`src/rtl/riscv_fetch_unit_if.sv`:
```
// Instruction-memory request/response bundle between the fetch unit (master)
// and instruction memory (slave).
interface riscv_fetch_unit_if #(
  parameter int XLEN = 32
);
  logic            imem_req_valid;
  logic            imem_req_ready;
  logic [XLEN-1:0] imem_addr;
  logic            imem_rsp_valid;
  logic [31:0]     imem_rsp_data;

  modport master (
    output imem_req_valid,
    output imem_addr,
    input  imem_req_ready,
    input  imem_rsp_valid,
    input  imem_rsp_data
  );

  modport slave (
    input  imem_req_valid,
    input  imem_addr,
    output imem_req_ready,
    output imem_rsp_valid,
    output imem_rsp_data
  );
endinterface

```
`src/rtl/riscv_fetch_unit.sv`:
```
// RISC-V instruction fetch stage: one outstanding imem request, registered
// instruction with decoded fields, and controller-driven PC redirect.
module riscv_fetch_unit #(
  parameter int              XLEN     = 32,
  parameter logic [XLEN-1:0] RESET_PC = '0
) (
  input  logic                 clk,
  input  logic                 rst,
  riscv_fetch_unit_if.master   imem,
  input  logic                 PC_src,
  input  logic [XLEN-1:0]      redirect_pc,
  output logic                 instr_valid,
  input  logic                 instr_ready,
  output logic [31:0]          instr,
  output logic [XLEN-1:0]      instr_pc,
  output logic [6:0]           OP,
  output logic [2:0]           F3,
  output logic                 F7,
  output logic [4:0]           rd,
  output logic [4:0]           rs1,
  output logic [4:0]           rs2
);

  typedef enum logic [1:0] {S_REQ, S_WAIT, S_HOLD} state_e;

  state_e          state_q;
  logic [XLEN-1:0] pc_q;
  logic [XLEN-1:0] instr_pc_q;
  logic [31:0]     instr_q;
  logic            drop_q;
  logic            instr_valid_q;
  logic [XLEN-1:0] redirect_tgt;

  assign redirect_tgt = {redirect_pc[XLEN-1:2], 2'b00};

  // NOTE: all state uses non-blocking assignments so every register samples
  // the pre-edge values, regardless of statement order in this block.
  always_ff @(posedge clk) begin
    if (rst) begin
      state_q       <= S_REQ;
      pc_q          <= RESET_PC;
      drop_q        <= 1'b0;
      instr_valid_q <= 1'b0;
      instr_q       <= '0;
      instr_pc_q    <= '0;
    end else begin
      if (PC_src) pc_q <= redirect_tgt;
      case (state_q)
        S_REQ: begin
          // A redirect that coincides with acceptance still launches the old-pc
          // request, so its response must be thrown away.
          if (imem.imem_req_ready) begin
            state_q <= S_WAIT;
            drop_q  <= PC_src;
          end
        end
        S_WAIT: begin
          if (imem.imem_rsp_valid) begin
            if (drop_q || PC_src) begin
              drop_q  <= 1'b0;
              state_q <= S_REQ;
            end else begin
              instr_q       <= imem.imem_rsp_data;
              instr_pc_q    <= pc_q;
              pc_q          <= pc_q + XLEN'(4);
              instr_valid_q <= 1'b1;
              state_q       <= S_HOLD;
            end
          end else if (PC_src) begin
            drop_q <= 1'b1;
          end
        end
        S_HOLD: begin
          if (PC_src || instr_ready) begin
            instr_valid_q <= 1'b0;
            state_q       <= S_REQ;
          end
        end
        default: state_q <= S_REQ;
      endcase
    end
  end

  assign imem.imem_req_valid = (state_q == S_REQ) && !rst;
  assign imem.imem_addr      = pc_q;

  assign instr_valid = instr_valid_q;
  assign instr       = instr_q;
  assign instr_pc    = instr_pc_q;
  assign OP          = instr_q[6:0];
  assign F3          = instr_q[14:12];
  assign F7          = instr_q[30];
  assign rd          = instr_q[11:7];
  assign rs1         = instr_q[19:15];
  assign rs2         = instr_q[24:20];

endmodule

```
`src/flat_wrapper.sv`:
```
// flat-port wrapper written by rule: the top's interface ports become plain ports
module riscv_fetch_unit_flat 
#(
  parameter int              XLEN     = 32,
  parameter logic [XLEN-1:0] RESET_PC = '0
)
  (clk, rst, PC_src, redirect_pc, instr_valid, instr_ready, instr, instr_pc, OP, F3, F7, rd, rs1, rs2, imem_imem_req_valid, imem_imem_addr, imem_imem_req_ready, imem_imem_rsp_valid, imem_imem_rsp_data);
  riscv_fetch_unit_if #(.XLEN(XLEN)) imem_i ();
  input  logic clk;
  input  logic rst;
  input  logic PC_src;
  input  logic [XLEN-1:0] redirect_pc;
  output logic instr_valid;
  input  logic instr_ready;
  output logic [31:0] instr;
  output logic [XLEN-1:0] instr_pc;
  output logic [6:0] OP;
  output logic [2:0] F3;
  output logic F7;
  output logic [4:0] rd;
  output logic [4:0] rs1;
  output logic [4:0] rs2;
  output wire logic [$bits(imem_i.imem_req_valid)-1:0] imem_imem_req_valid;
  output wire logic [$bits(imem_i.imem_addr)-1:0] imem_imem_addr;
  input wire logic [$bits(imem_i.imem_req_ready)-1:0] imem_imem_req_ready;
  input wire logic [$bits(imem_i.imem_rsp_valid)-1:0] imem_imem_rsp_valid;
  input wire logic [$bits(imem_i.imem_rsp_data)-1:0] imem_imem_rsp_data;
  assign imem_imem_req_valid = imem_i.imem_req_valid;
  assign imem_imem_addr = imem_i.imem_addr;
  assign imem_i.imem_req_ready = imem_imem_req_ready;
  assign imem_i.imem_rsp_valid = imem_imem_rsp_valid;
  assign imem_i.imem_rsp_data = imem_imem_rsp_data;
  riscv_fetch_unit #(.XLEN(XLEN), .RESET_PC(RESET_PC)) u_core (.clk(clk), .rst(rst), .imem(imem_i), .PC_src(PC_src), .redirect_pc(redirect_pc), .instr_valid(instr_valid), .instr_ready(instr_ready), .instr(instr), .instr_pc(instr_pc), .OP(OP), .F3(F3), .F7(F7), .rd(rd), .rs1(rs1), .rs2(rs2));
endmodule
```
`config.mk`:
```
export PLATFORM = sky130hd
export DESIGN_NAME = riscv_fetch_unit_flat
export DESIGN_NICKNAME = d
export VERILOG_FILES = /design/src/rtl/riscv_fetch_unit_if.sv /design/src/rtl/riscv_fetch_unit.sv /design/src/flat_wrapper.sv
export SDC_FILE = /design/constraint.sdc
export NUM_CORES = 1
export LEC_CHECK = 0
export ABC_CLOCK_PERIOD_IN_PS = 1950
export CAP_MARGIN = 20
export CORE_MARGIN = 4
export CORE_UTILIZATION = 38
export DETAILED_ROUTE_END_ITERATION = 10
export GPL_TIMING_DRIVEN = 0
export PLACE_DENSITY_LB_ADDON = 0.08
export RECOVER_POWER = 50
export SLEW_MARGIN = 20
export SYNTH_ARGS = -nofsm -noshare
export SYNTH_HDL_FRONTEND = slang
export SYNTH_SLANG_ARGS = --single-unit
```
`constraint.sdc`:
```
create_clock -name clk -period 1.95 [get_ports clk]
set_clock_uncertainty 0.05 [all_clocks]
set_input_delay 0.4875 -clock clk [delete_from_list [all_inputs] [get_ports clk]]
set_output_delay 0.4875 -clock clk [all_outputs]
set_load 0.005 [all_outputs]
```
* Yosys cells after proc, flatten, opt, wreduce, memory -nomap -nowiden
Cells that the tools add are included.
Word-level totals: input bits 70, flip-flop bits (word level) 100, bits in writable memories 0, logic and storage cells 45, memories kept 0, ROM bits 0, latch bits 0
Operators by class: bitwise logic cells 1, shift-type cells 0, reductions and logical operators 11, equal/unequal tests 8, add/subtract/negate cells 1, div/mod/pow operators 0, multipliers 0, muxes and demuxes 18, order comparisons 0
Operators by type and width (number):
- $mux 32 | 4
- $add 32x3->32 const B | 1
- $mux 2 | 4
- $reduce_and 4->1 | 2
- $mux 1 | 7
- $ne 2x2->1 const B | 3
- $pmux 2 s3 | 1
- $reduce_and 3->1 | 2
- $pmux 1 s2 | 2
- $reduce_bool 2->1 | 2
- $ne 3x2->1 const B | 1
- $ne 3x3->1 const B | 1
- $eq 2x1->1 const B | 1
- $eq 2x2->1 const B | 1
- $logic_not 2->1 | 1
- $logic_or 1x1->1 | 2
- $ne 2x1->1 const B | 1
- $logic_and 1x1->1 | 1
- $logic_not 1->1 | 1
- $not 1->1 | 1

* Depth between registers and ports, before layout
Gate-level depths: netlist (run 1).
depth in word-level cells 4, mapped depth 8

* Worst setup path before layout (run 1)
No wires, ideal clock.
path type register to register, from register u_core.pc_q[2], in the netlist u_core.imem.imem_addr[2], to register u_core.pc_q[22], in the netlist u_core.imem.imem_addr[22], arrival time 1752 ps, setup slack 74 ps, path buffers 1, clock period less this slack 1876 ps, cell stages (with the launch flop) 7, cell sequence dfxtp_1 -> ha_1 -> and2_1 -> nand4_4 -> buf_6 -> or4b_1 -> a31oi_1
On the way: word-level cells in the longest chain between the ends 4
RTL lines:
- from (decl) | line riscv_fetch_unit.sv:27 | logic [XLEN-1:0] pc_q;
- from (signal assigned) | line riscv_fetch_unit.sv:47 | if (PC_src) pc_q <= redirect_tgt;
- from (signal assigned) | line riscv_fetch_unit.sv:65 | pc_q <= pc_q + XLEN'(4);
- $add 32x3->32 | line riscv_fetch_unit.sv:65
- $mux 32 | line riscv_fetch_unit.sv:59 | if (drop_q || PC_src) begin
- $mux 32 | line riscv_fetch_unit.sv:58 | if (imem.imem_rsp_valid) begin
- $mux 32 | line riscv_fetch_unit.sv:48 | case (state_q)
No other way between the ends. A chain may end at the register's enable or synchronous reset.

* Worst setup path in the final report (run 1)
from register u_core.pc_q[2], in the netlist u_core.imem.imem_addr[2], to register u_core.pc_q[26], in the netlist u_core.imem.imem_addr[26]
Same word-level chain as after synthesis.

==> results of run 1 <==
final timing paths:
check	startpoint	to	slack, ps	cells past startpoint
worst min register to register	u_core.instr_pc[12]	u_core.instr_pc[12]	410	2
worst max register to register	u_core.imem.imem_addr[2]	u_core.imem.imem_addr[26]	50	5
worst max-delay path	u_core.imem.imem_addr[2]	u_core.imem.imem_addr[26]	50	5
worst min-delay path	u_core.instr_pc[12]	u_core.instr_pc[12]	410	2
state kept, by name, indices dropped and copies added (netlist names):
name                   flops
u_core.state_q             2
u_core.drop_q              1
u_core.imem.imem_addr     32
u_core.instr_pc           32
u_core.instr_valid         1
u_core.instr              32
cells by family after synthesis:
| family | after synthesis | synth area share, % |
|---|---|---|
| XOR/XNOR | 9 | 1.78 |
| flip-flops | 100 | 45.2 |
| AO/OA/AOI/OAI | 118 | 16.1 |
| multiplexers | 4 | 0.960 |
| buffers and inverters | 70 | 8.95 |
| adder cells (fa/ha/maj) | 1 | 0.282 |
| AND/OR/NAND/NOR | 248 | 26.7 |
synthesized netlist by cell type, drive strengths merged (2+ instances only):
master  count  share of area (%)
nand3      10                1.2
and2        7               0.99
a31oi       4               0.56
or4         9                1.5
and4        5               0.99
o311ai      2               0.40
nor4        5               0.71
clkbuf     26                2.2
or3         7               0.99
o21bai      2               0.34
o21ai       8               0.90
o211ai      2               0.34
o31ai       7                1.2
a211oi      8                1.4
inv         4               0.34
nand4      14                3.0
xor2        6                1.2
dfxtp     100                 45
nor3        3               0.34
a21oi      67                7.6
nand2     149                 13
mux2i       2               0.45
a311oi     14                2.8
buf        40                6.4
xnor2       3               0.59
nor2       31                2.6
mux2        2               0.51
critical path, cell delays in order, from the launching register on:
cell and delay (ps):
dfxtp_2 410, ha_4 180, and2_2 210, nand4_4 140
or4_1 530, a311oi_1 280
metrics by stage:
step	std cells	setup TNS [ps]	setup WS, ps	utilization [%]	total power (uW)
3_3_place_gp	884	-71260	-984	57.1	2800
4_1_cts	903	-0.770	-0.770	60.8	4540
6_report	912	0	54.9	61.9	4510
2_1_floorplan	550	0	73.7	-	2440
3_5_place_dp	884	-75390	-1040	57.1	2810
5_1_grt	912	-11.4	-11.2	61.9	4700
placed cells by master (no fill, tap or decap), types with 8 or more instances in the layout:
cell type and n:
nand3_1 9, clkbuf_16 9, clkdlybuf4s50_1 186, a211oi_1 8
nand4_1 11, a21oi_1 67, clkbuf_1 15, nand2_1 148
clkbuf_2 8, dfxtp_2 13, o21ai_0 8, buf_4 43
nor2_1 30, dfxtp_1 79, or4_1 8, dfxtp_4 8
a311oi_1 11
routing by layer:
layer | part of all wire, % | wire (um)
met5 | 0 | 0
met4 | 2.1 | 316
met3 | 7.6 | 1150
met2 | 50 | 7520
met1 | 41 | 6190
layout make-up:
type / count / area share (%)
flip-flops and latches: 100 / 29.0
clock inverters: 7 / 0.849
clock buffers: 9 / 3.19
inverters: 4 / 0.212
multi-input cells: 380 / 29.9
well taps: 143 / 2.53
plain buffers: 63 / 5.86
repair buffers: 206 / 28.5
power groups by stage:
stage	registers (uW)	logic (uW)	clock network, uW
6_report	2200	598	1720
5_1_grt	2210	646	1840
4_1_cts	2200	584	1760
3_5_place_dp	2240	572	0
3_3_place_gp	2240	562	0
2_1_floorplan	2220	210	0
timing repair:
action	4_1_cts	5_1_grt
resized for setup	43	36
hold buffers	0	0
endpoints found under the hold margin	0	0
buffers inserted	5	10
setup endpoints to repair	97	84
pin swaps	4	6
==> results.md, run 1 <==
- Die Wd: 116 um
- Most used flip-flop cell after synthesis: dfxtp_1
- Avg Cell Area, Syn: 8.06 um2
- DRC viols: 0
- Max VDD drop: 505 uV
- Storage cell area: 0.00205 mm2
- Worst Hold Margin: 406 ps
- Post-Syn Area: 0.00443 mm2
- Flops & latches, synth: 100
- IO buf count: 191
- Share of layout cells above drive strength 1: 16.4%
- Fillers: 1058
- GRT Overall Usage: 22.1%
- Critical Path AT: 2090 ps
- Core ar.: 0.0114 mm2
- Setup repair after global routing missed its margin: yes
- Clk buf depth: 2
- Power share of the sequential group: 48.7%
- FFs w/ async S/R, synth: 0%
- Max Cap Viol: 0
- Detail Route Antenna Nets: 0
- GP Congestion: 0.828
- CTS HTree Levels: 3
- Worst-margin pin slew: 635 ps
- Clock Sink Count: 100
- Rel. slew slack: 57.6%
- Req. time, crit path: 2150 ps
- Largest net degree at the start of global routing: 19
- GRT met2 Usage: 38.5%
- Net Sw Power: 1160 uW
- Routing usage on met1: 26.9%
- Area growth syn-to-layout: 59.5%
- Syn Nets: 621
- First-pass GRT wire length: 23600 um
- HPWL Detailed: 11400 um
- Startpoint types: flip-flop
- Remaining Overflow, GRT: 0
- FMAX: 528 MHz
- Crit-path max FO: 6
- YS warnings: 0
- Combinational power share: 13.2%
- Drt wl/cell: 16.6 um
- Clk root buf: clkbuf_16
- Initial Util: 38.8%
- Vias in the first global route: 4591
- Hold crit path type: reg2reg
- Clock Power Share: 38.0%
- TritonCTS Buffers: 9
- First DRT Iteration DRCs: 274
- Final Cycle Share: 97.2%
- Worst skew pair latency: 340 ps
- Antenna violations before repair: 0
- Final wirelength: 15200 um
- Setup CP Type: reg2reg
- P_leak: 0.00247 uW
- Die Ht: 116 um
- Tmin final: 1900 ps
- EDFF count, synth: 0
- Clk slew on worst S/H paths: 70 ps
- Row count: 39
- Final slew viol count: 0
- Area occupied by multi-input gates: 0.00212 mm2
- Cells after Synth: 550
- Number of distinct library cells after synthesis: 46
- Status: complete, no violations
- Vias: 4775
- Die area: 0.0135 mm2
- CTS tree: yes
- Pwr Density: 638 mW/mm2
- Final setup fails: 0
- Final net count: 835
- ANT cells: 0
- Final hold vios: 0
- Worst setup EP type: flip-flop
- Register area share after synthesis: 45.2%
- Met3 Track Usage GR: 4.60%
- Placed cell areas: 0.00652 mm2
- Top-level port count: 194
- Sw Ratio: 25.8%
- Int Power: 3350 uW
- Vias/cell: 5.24
- Final std cell area, no fill: 0.00707 mm2
- First drt pass iteration count: 6
- Top Usage Layer GRT: met2
Power figures use the tool's default switching activity.
==> run 2, diff against run 1 <==
--- a/config.mk
+++ b/config.mk
@@ -6,9 +6,11 @@
 export NUM_CORES = 1
 export LEC_CHECK = 0
 export ABC_CLOCK_PERIOD_IN_PS = 1950
-export CAP_MARGIN = 20
+export CAP_MARGIN = 5
+export CELL_PAD_IN_SITES_DETAIL_PLACEMENT = 0
+export CELL_PAD_IN_SITES_GLOBAL_PLACEMENT = 2
 export CORE_MARGIN = 4
-export CORE_UTILIZATION = 38
+export CORE_UTILIZATION = 21
 export DETAILED_ROUTE_END_ITERATION = 10
 export GPL_TIMING_DRIVEN = 0
 export PLACE_DENSITY_LB_ADDON = 0.08
==> run 2 against run 1 <==
Effect of this change: critical path type is now reg2out; worst setup slack got worse by 3.5 ps; utilization down 26 points; sequential share of layout area is 0.84 points lower; cell area rose by 3.4%; critical endpoint is now imem_imem_addr[25]; register-to-register slack improved by 40 ps; final cell count rose by 14%; worst hold slack about the same.
==> results.md, run 2 (synthesis gave the netlist of run 1 again) <==
- Status: complete, no violations
- Vias: 4628 (-3.1%)
- Drt wl/cell: 17.2 um (+3.2%)
- Pwr Density: 647 mW/mm2 (+1.3%)
- Startpoint types: flip-flop
- CP peak stage delay: 560 ps (+30 ps)
- Cell family with most CP delay: buffers and inverters
- Tmin final: 1900 ps (+3.54 ps)
- Clk root buf: clkbuf_16
- Clk slew on worst S/H paths: 70 ps (about the same)
- IO buf count: 191 (unchanged)
- Final Worst Setup Slack: 51.3 ps (-3.54 ps)
- Worst skew pair latency: 350 ps (about the same)
- Final wirelength: 17800 um (+17%)
- Antenna violations before repair: 1 (+1)
- Crit-path slowest cell: clkdlybuf4s50_1
- Setup TNS: 0 ps (unchanged)
- Crit-path max FO: 7 (+1)
- First DRT Iteration DRCs: 195 (-29%)
- Die area: 0.0235 mm2 (+75%)
- Worst-margin pin slew: 680 ps (+44.8 ps)
- Fillers: 2168 (+100%)
- Clk buf depth: 2 (unchanged)
- Detail Route Antenna Nets: 0 (unchanged)
- Critical Path AT: 1360 ps (-730 ps)
- CTS HTree Levels: 3 (unchanged)
- ANT cells: 0 (unchanged)
- TritonCTS Buffers: 9 (unchanged)
- Area growth syn-to-layout: 64.9%
- Final net count: 836 (+0.12%)
- Top-level port count: 194 (unchanged)
- Share of layout cells above drive strength 1: 16.3% (-0.11 points)
- Remaining Overflow, GRT: 0 (unchanged)
- Core ar.: 0.0205 mm2 (+79%)
- Commonest non-fill, non-tap cell in the layout: clkdlybuf4s50_1
- First drt pass iteration count: 5 (-1)
- CTS tree: yes
- CP cell instances: clkdlybuf4s50_1
- First-pass GRT wire length: 26700 um (+13%)
- Clock Sink Count: 100 (unchanged)
- Max Cap Viol: 0 (unchanged)
- Die Ht: 153 um (+32%)
- Final setup fails: 0 (unchanged)
- Setup CP Type: reg2out
- Die Wd: 153 um (+32%)
- Initial Util: 21.6% (-17 points)
- Req. time, crit path: 1410 ps (-740 ps)
- Max VDD drop: 403 uV (-20%)
- FMAX: 527 MHz (-0.19%)
- Final std cell area, no fill: 0.00731 mm2 (+3.4%)
- Most frequent cells in the layout: 186 x clkdlybuf4s50_1, 148 x nand2_1, 79 x dfxtp_1
- HPWL Detailed: 13100 um (+15%)
- P_leak: 0.00253 uW (+2.6%)
- Hold_buf cts: 0 (unchanged)
- Final Cycle Share: 97.4% (+0.18 points)
- Vias/cell: 4.46 (-15%)
- GRT Overall Usage: 14.5% (-7.5 points)
- Hold crit path type: reg2reg
- Vias in the first global route: 4486 (-2.3%)
- Largest net degree at the start of global routing: 16 (-3)
- Worst setup EP type: output port
- Rel. slew slack: 54.7% (-3.0 points)
- Worst Path Buf+Inv: 1 (+1)
- Placed cell areas: 0.00668 mm2 (+2.4%)
- GP Congestion: 0.740 (-11%)
- Final hold vios: 0 (unchanged)
- Dpl ws: -1130 ps (-91.3 ps)
- DRC viols: 0 (unchanged)
- Final slew viol count: 0 (unchanged)
- Post-layout util: 35.7% (-26 points)
- Row count: 52 (+33%)
run 2: cell types whose count changed in the layout (fill, tap and decap cells not counted), sizes merged:
cell / previous run / this run
buf: 55 / 52
bufinv: 0 / 2
clkbuf: 34 / 35
clkinv: 2 / 3
clkinvlp: 2 / 0
dlygate4sd2: 1 / 2
inv: 7 / 4
nand4: 14 / 16
run 2: final timing paths:
check	startpoint	end	slack, ps	cells past startpoint
max	u_core.imem.imem_addr[25]	imem_imem_addr[25]	50	1
min	u_core.instr_pc[16]	u_core.instr_pc[16]	410	2
max reg2reg	u_core.state_q[0]	u_core.imem.imem_addr[15]	90	6
min reg2reg	u_core.instr_pc[16]	u_core.instr_pc[16]	410	2
run 2: metrics by stage:
stage | cells | hold WS [ps] | total power [uW]
5_1_grt | 1038 | 426 | 4930
4_1_cts | 1028 | 409 | 4810
3_3_place_gp | 1011 | 394 | 2830
6_report | 1038 | 406 | 4730
3_5_place_dp | 1011 | 400 | 2840
2_1_floorplan | 550 | 403 | 2440
run 2: power breakdown:
part	switching (uW)	internal (uW)	total [uW]
Sequential	92.2	2110	2200
Combinational	255	353	609
Clock	809	1110	1920
run 2: layout make-up:
class                           instances  area [um2]  share of cell area (%)
Tap cell                              270         338                    4.62
Timing Repair Buffer                  205        2010                    27.5
Sequential cell                       100        2060                    28.1
Clock inverter                          5        78.8                    1.08
Inverter                                4        17.5                   0.240
Multi-Input combinational cell        382        2140                    29.2
Buffer                                 63         449                    6.15
Clock buffer                            9         225                    3.08
run 2: metal layers:
| metal | global-route usage (%) | wire length (um) | up-vias |
|---|---|---|---|
| li1 | - | - | 2332 |
| met1 | 19.5 | 8370 | 2128 |
| met2 | 23.4 | 8190 | 154 |
| met3 | 3.45 | 1060 | 12 |
| met4 | 4.07 | 207 | 2 |
| met5 | 0 | 8 | - |
run 2: timing repair:
action	4_1_cts	5_1_grt
buffers inserted	6	8
setup endpoints to repair	105	44
gates resized for setup	55	38
gates cloned	0	2
pin swaps	4	9
==> run 3, diff against run 2 <==
--- a/config.mk
+++ b/config.mk
@@ -5,12 +5,13 @@
 export SDC_FILE = /design/constraint.sdc
 export NUM_CORES = 1
 export LEC_CHECK = 0
+export ABC_AREA = 1
 export ABC_CLOCK_PERIOD_IN_PS = 1950
 export CAP_MARGIN = 5
 export CELL_PAD_IN_SITES_DETAIL_PLACEMENT = 0
 export CELL_PAD_IN_SITES_GLOBAL_PLACEMENT = 2
 export CORE_MARGIN = 4
-export CORE_UTILIZATION = 21
+export CORE_UTILIZATION = 20
 export DETAILED_ROUTE_END_ITERATION = 10
 export GPL_TIMING_DRIVEN = 0
 export PLACE_DENSITY_LB_ADDON = 0.08
==> run 3 against run 2 <==
Effect of this change: clock-buffer cell count increased by 2; area after synthesis increased by 13%; clock power about the same; global-route usage increased by 1.4 points; fmax decreased by 0.60%; via count increased by 15%; cell area increased by 4.9%; routed wire length increased by 26%; non-clock buffer count decreased by 13; worst setup slack got worse by 12 ps; first-iteration DRC count increased by 16%.
==> results.md, run 3 <==
- FFs w/ async S/R, synth: 0% (unchanged)
- Remaining Overflow, GRT: 0 (unchanged)
- Share of layout cells above drive strength 1: 11.3% (-5.0 points)
- First-pass GRT wire length: 33800 um (+26%)
- Core ar.: 0.0245 mm2 (+19%)
- DRC viols: 0 (unchanged)
- Final hold vios: 0 (unchanged)
- Worst skew pair latency: 360 ps (about the same)
- Final slew viol count: 0 (unchanged)
- Largest cells by area after synthesis: dfxtp_1 40%, nand2_1 12%, nor2_1 11%
- Most frequent cells in the layout: 167 x nand2_1, 164 x clkdlybuf4s50_1, 142 x nor2_1
- Final wirelength: 22400 um (+26%)
- Count leader, synth: nand2_1
- CP peak stage delay: 560 ps (about the same)
- IO buf count: 190 (-0.52%)
- Commonest non-fill, non-tap cell in the layout: nand2_1
- Area growth syn-to-layout: 53.5%
- Vias: 5321 (+15%)
- Vias/cell: 4.19 (-6.0%)
- Flops & latches, synth: 100 (unchanged)
- Cell family with most CP delay: buffers and inverters
- Largest net degree at the start of global routing: 17 (+1)
- Die Wd: 166 um (+8.4%)
- GP Congestion: 0.780 (+5.4%)
- Int Power: 3610 uW (+1.0%)
- Clock Power Share: 38.2% (-2.4 points)
- Crit-path max FO: 6 (-1)
- FMAX: 524 MHz (-0.60%)
- Sw Ratio: 28.1% (+3.7 points)
- Fillers: 2704 (+25%)
- Post-Syn Area: 0.00500 mm2 (+13%)
- Max Cap Viol: 0 (unchanged)
- Req. time, crit path: 1410 ps (about the same)
- Top-level port count: 194 (unchanged)
- Top Usage Layer GRT: met2
- Row count: 57 (+9.6%)
- Met3 Track Usage GR: 2.43% (-1.0 points)
- Crit-path slowest cell: clkdlybuf4s50_1
- Syn Nets: 807 (+30%)
- Vias in the first global route: 5394 (+20%)
- YS warnings: 0 (unchanged)
- HPWL Detailed: 16900 um (+29%)
- Worst-margin pin slew: 929 ps (+249 ps)
- Dpl ws: -602 ps (+532 ps)
- Net Sw Power: 1410 uW (+22%)
- Max VDD drop: 267 uV (-34%)
- Status: complete, no violations
- Cells after Synth: 736 (+34%)
- First drt pass iteration count: 4 (-1)
- Initial Util: 20.4% (-1.2 points)
- P_leak: 0.00310 uW (+23%)
- Setup CP Type: reg2out
- Clk buf depth: 2 (unchanged)
- GRT Overall Usage: 16.0% (+1.4 points)
- Clk root buf: clkbuf_16
- Post-synth top area share: 40.1% (-5.1 points)
- Final setup fails: 0 (unchanged)
- Yosys top cell by area: dfxtp_1
- Routing usage on met1: 21.5% (+2.0 points)
- CTS tree: yes
- Setup repair after global routing missed its margin: no
- Setup TNS: 0 ps (unchanged)
- Critical Path AT: 1370 ps (about the same)
- Number of distinct library cells after synthesis: 36 (-22%)
- Register area share after synthesis: 40.1% (-5.1 points)
- Clk slew on worst S/H paths: 80 ps (about the same)
- Most used flip-flop cell after synthesis: dfxtp_1
- Rel. slew slack: 38.1% (-17 points)
- EDFF count, synth: 0 (unchanged)
- First DRT Iteration DRCs: 226 (+16%)
- Final Worst Setup Slack: 39.8 ps (-11.5 ps)
- Avg Cell Area, Syn: 6.79 um2 (-16%)
- Drt wl/cell: 17.7 um (+2.9%)
- CP cell instances: clkdlybuf4s50_1
- CTS HTree Levels: 3 (unchanged)
- GRT met2 Usage: 26.8% (+3.4 points)
- Tmin final: 1910 ps (+11.5 ps)
- Hold crit path type: reg2reg
- Worst setup EP type: output port
- Clock Sink Count: 100 (unchanged)
- Worst Path Buf+Inv: 1 (unchanged)
- Startpoint types: flip-flop
- Combinational power share: 16.8% (+3.9 points)
- Antenna violations before repair: 0 (-1)
- TritonCTS Buffers: 9 (unchanged)
- Final net count: 1012 (+21%)
- Detail Route Antenna Nets: 0 (unchanged)
- Final Cycle Share: 98.0% (+0.59 points)
- Pwr Density: 654 mW/mm2 (+1.2%)
- Power share of the sequential group: 45.0% (-1.5 points)
- ANT cells: 0 (unchanged)
- Die area: 0.0276 mm2 (+17%)
- Die Ht: 166 um (+8.4%)
- Commonest cells post-synth: 166 x nand2_1, 145 x nor2_1, 100 x dfxtp_1
-- run 3: cell types whose count changed in the layout (fill, tap and decap cells not counted), sizes merged, moves of 21 or more --
cell           before  now
o21ai               8   81
inv                 4   60
nor2               31  151
a21oi              67   35
dlygate4sd3         1   22
clkdlybuf4s50     186  164
nand3              10   31
nand2             149  173
-- run 3: worst reg2reg max path: stages (launching register included) --
cell	delay, ps
dfxtp_2	390
ha_1	200
nand2_1	100
inv_1	110
nand2_1	150
nor3b_2	350
nand2_1	90
nand2_1	70
nand3_1	60
nand2_1	60
inv_1	40
-- run 3: what timing repair did --
| item | in CTS | in global routing |
|---|---|---|
| gates resized for setup | 24 | 18 |
| cloned | 0 | 1 |
| setup buffers | 2 | 1 |
| endpoints found under the setup margin | 103 | 42 |
| pin swaps | 2 | 2 |
| hold buffers | 0 | 0 |
-- run 3: cell families after synthesis --
| kind of cell | synth area share [%] |
|---|---|
| AOI/OAI and AO/OA | 15.6 |
| xor gates and xnor gates | 1.05 |
| adders and majority gates | 0.250 |
| buffers and inverters | 12.6 |
| DFF | 40.1 |
| and+or+nand+nor | 30.4 |
-- run 3: layout make-up --
class | count | area, um2 | share of cell area, %
Tap cell | 324 | 405 | 5.28
Multi-Input combinational cell | 515 | 2370 | 31.0
Sequential cell | 100 | 2020 | 26.4
Clock buffer | 11 | 233 | 3.03
Timing Repair Buffer | 193 | 1910 | 24.9
Clock inverter | 5 | 60.1 | 0.783
Buffer | 62 | 437 | 5.69
Inverter | 60 | 225 | 2.94
-- run 3: power by group through the flow --
stage | clock [uW] | sequential (uW) | combinational, uW
3_5_place_dp | 0 | 2300 | 851
2_1_floorplan | 0 | 2270 | 352
4_1_cts | 1980 | 2260 | 866
3_3_place_gp | 0 | 2300 | 855
5_1_grt | 2060 | 2280 | 938
6_report | 1920 | 2260 | 843
-- run 3: final timing paths --
check,startpoint,endpoint,slack (ps),cells after the start
worst min register to register,u_core.instr_valid,u_core.instr_valid,420,2
worst max register to register,u_core.imem.imem_addr[2],u_core.imem.imem_addr[30],180,10
worst min-delay path,u_core.instr_valid,u_core.instr_valid,420,2
worst max-delay path,u_core.imem.imem_addr[15],imem_imem_addr[15],40,1
-- run 3: metal layers --
metal,vias to the layer above,wire length (um),share of wire (%)
li1,2738,-,-
met1,2407,10600,47
met2,159,10500,47
met3,17,1050,4.7
met4,0,299,1.3
met5,-,0,0
-- run 3: per-stage QoR --
| step | cells | hold slack, ps | area (um2) | power [uW] | utilization (%) |
|---|---|---|---|---|---|
| 3_3_place_gp | 1250 | 395 | 7300 | 3160 | 29.9 |
| 2_1_floorplan | 736 | 395 | 5000 | 2620 | - |
| 6_report | 1270 | 420 | 7670 | 5020 | 31.4 |
| 3_5_place_dp | 1250 | 407 | 7300 | 3150 | 29.9 |
| 4_1_cts | 1268 | 421 | 7650 | 5110 | 31.3 |
| 5_1_grt | 1270 | 444 | 7670 | 5280 | 31.4 |
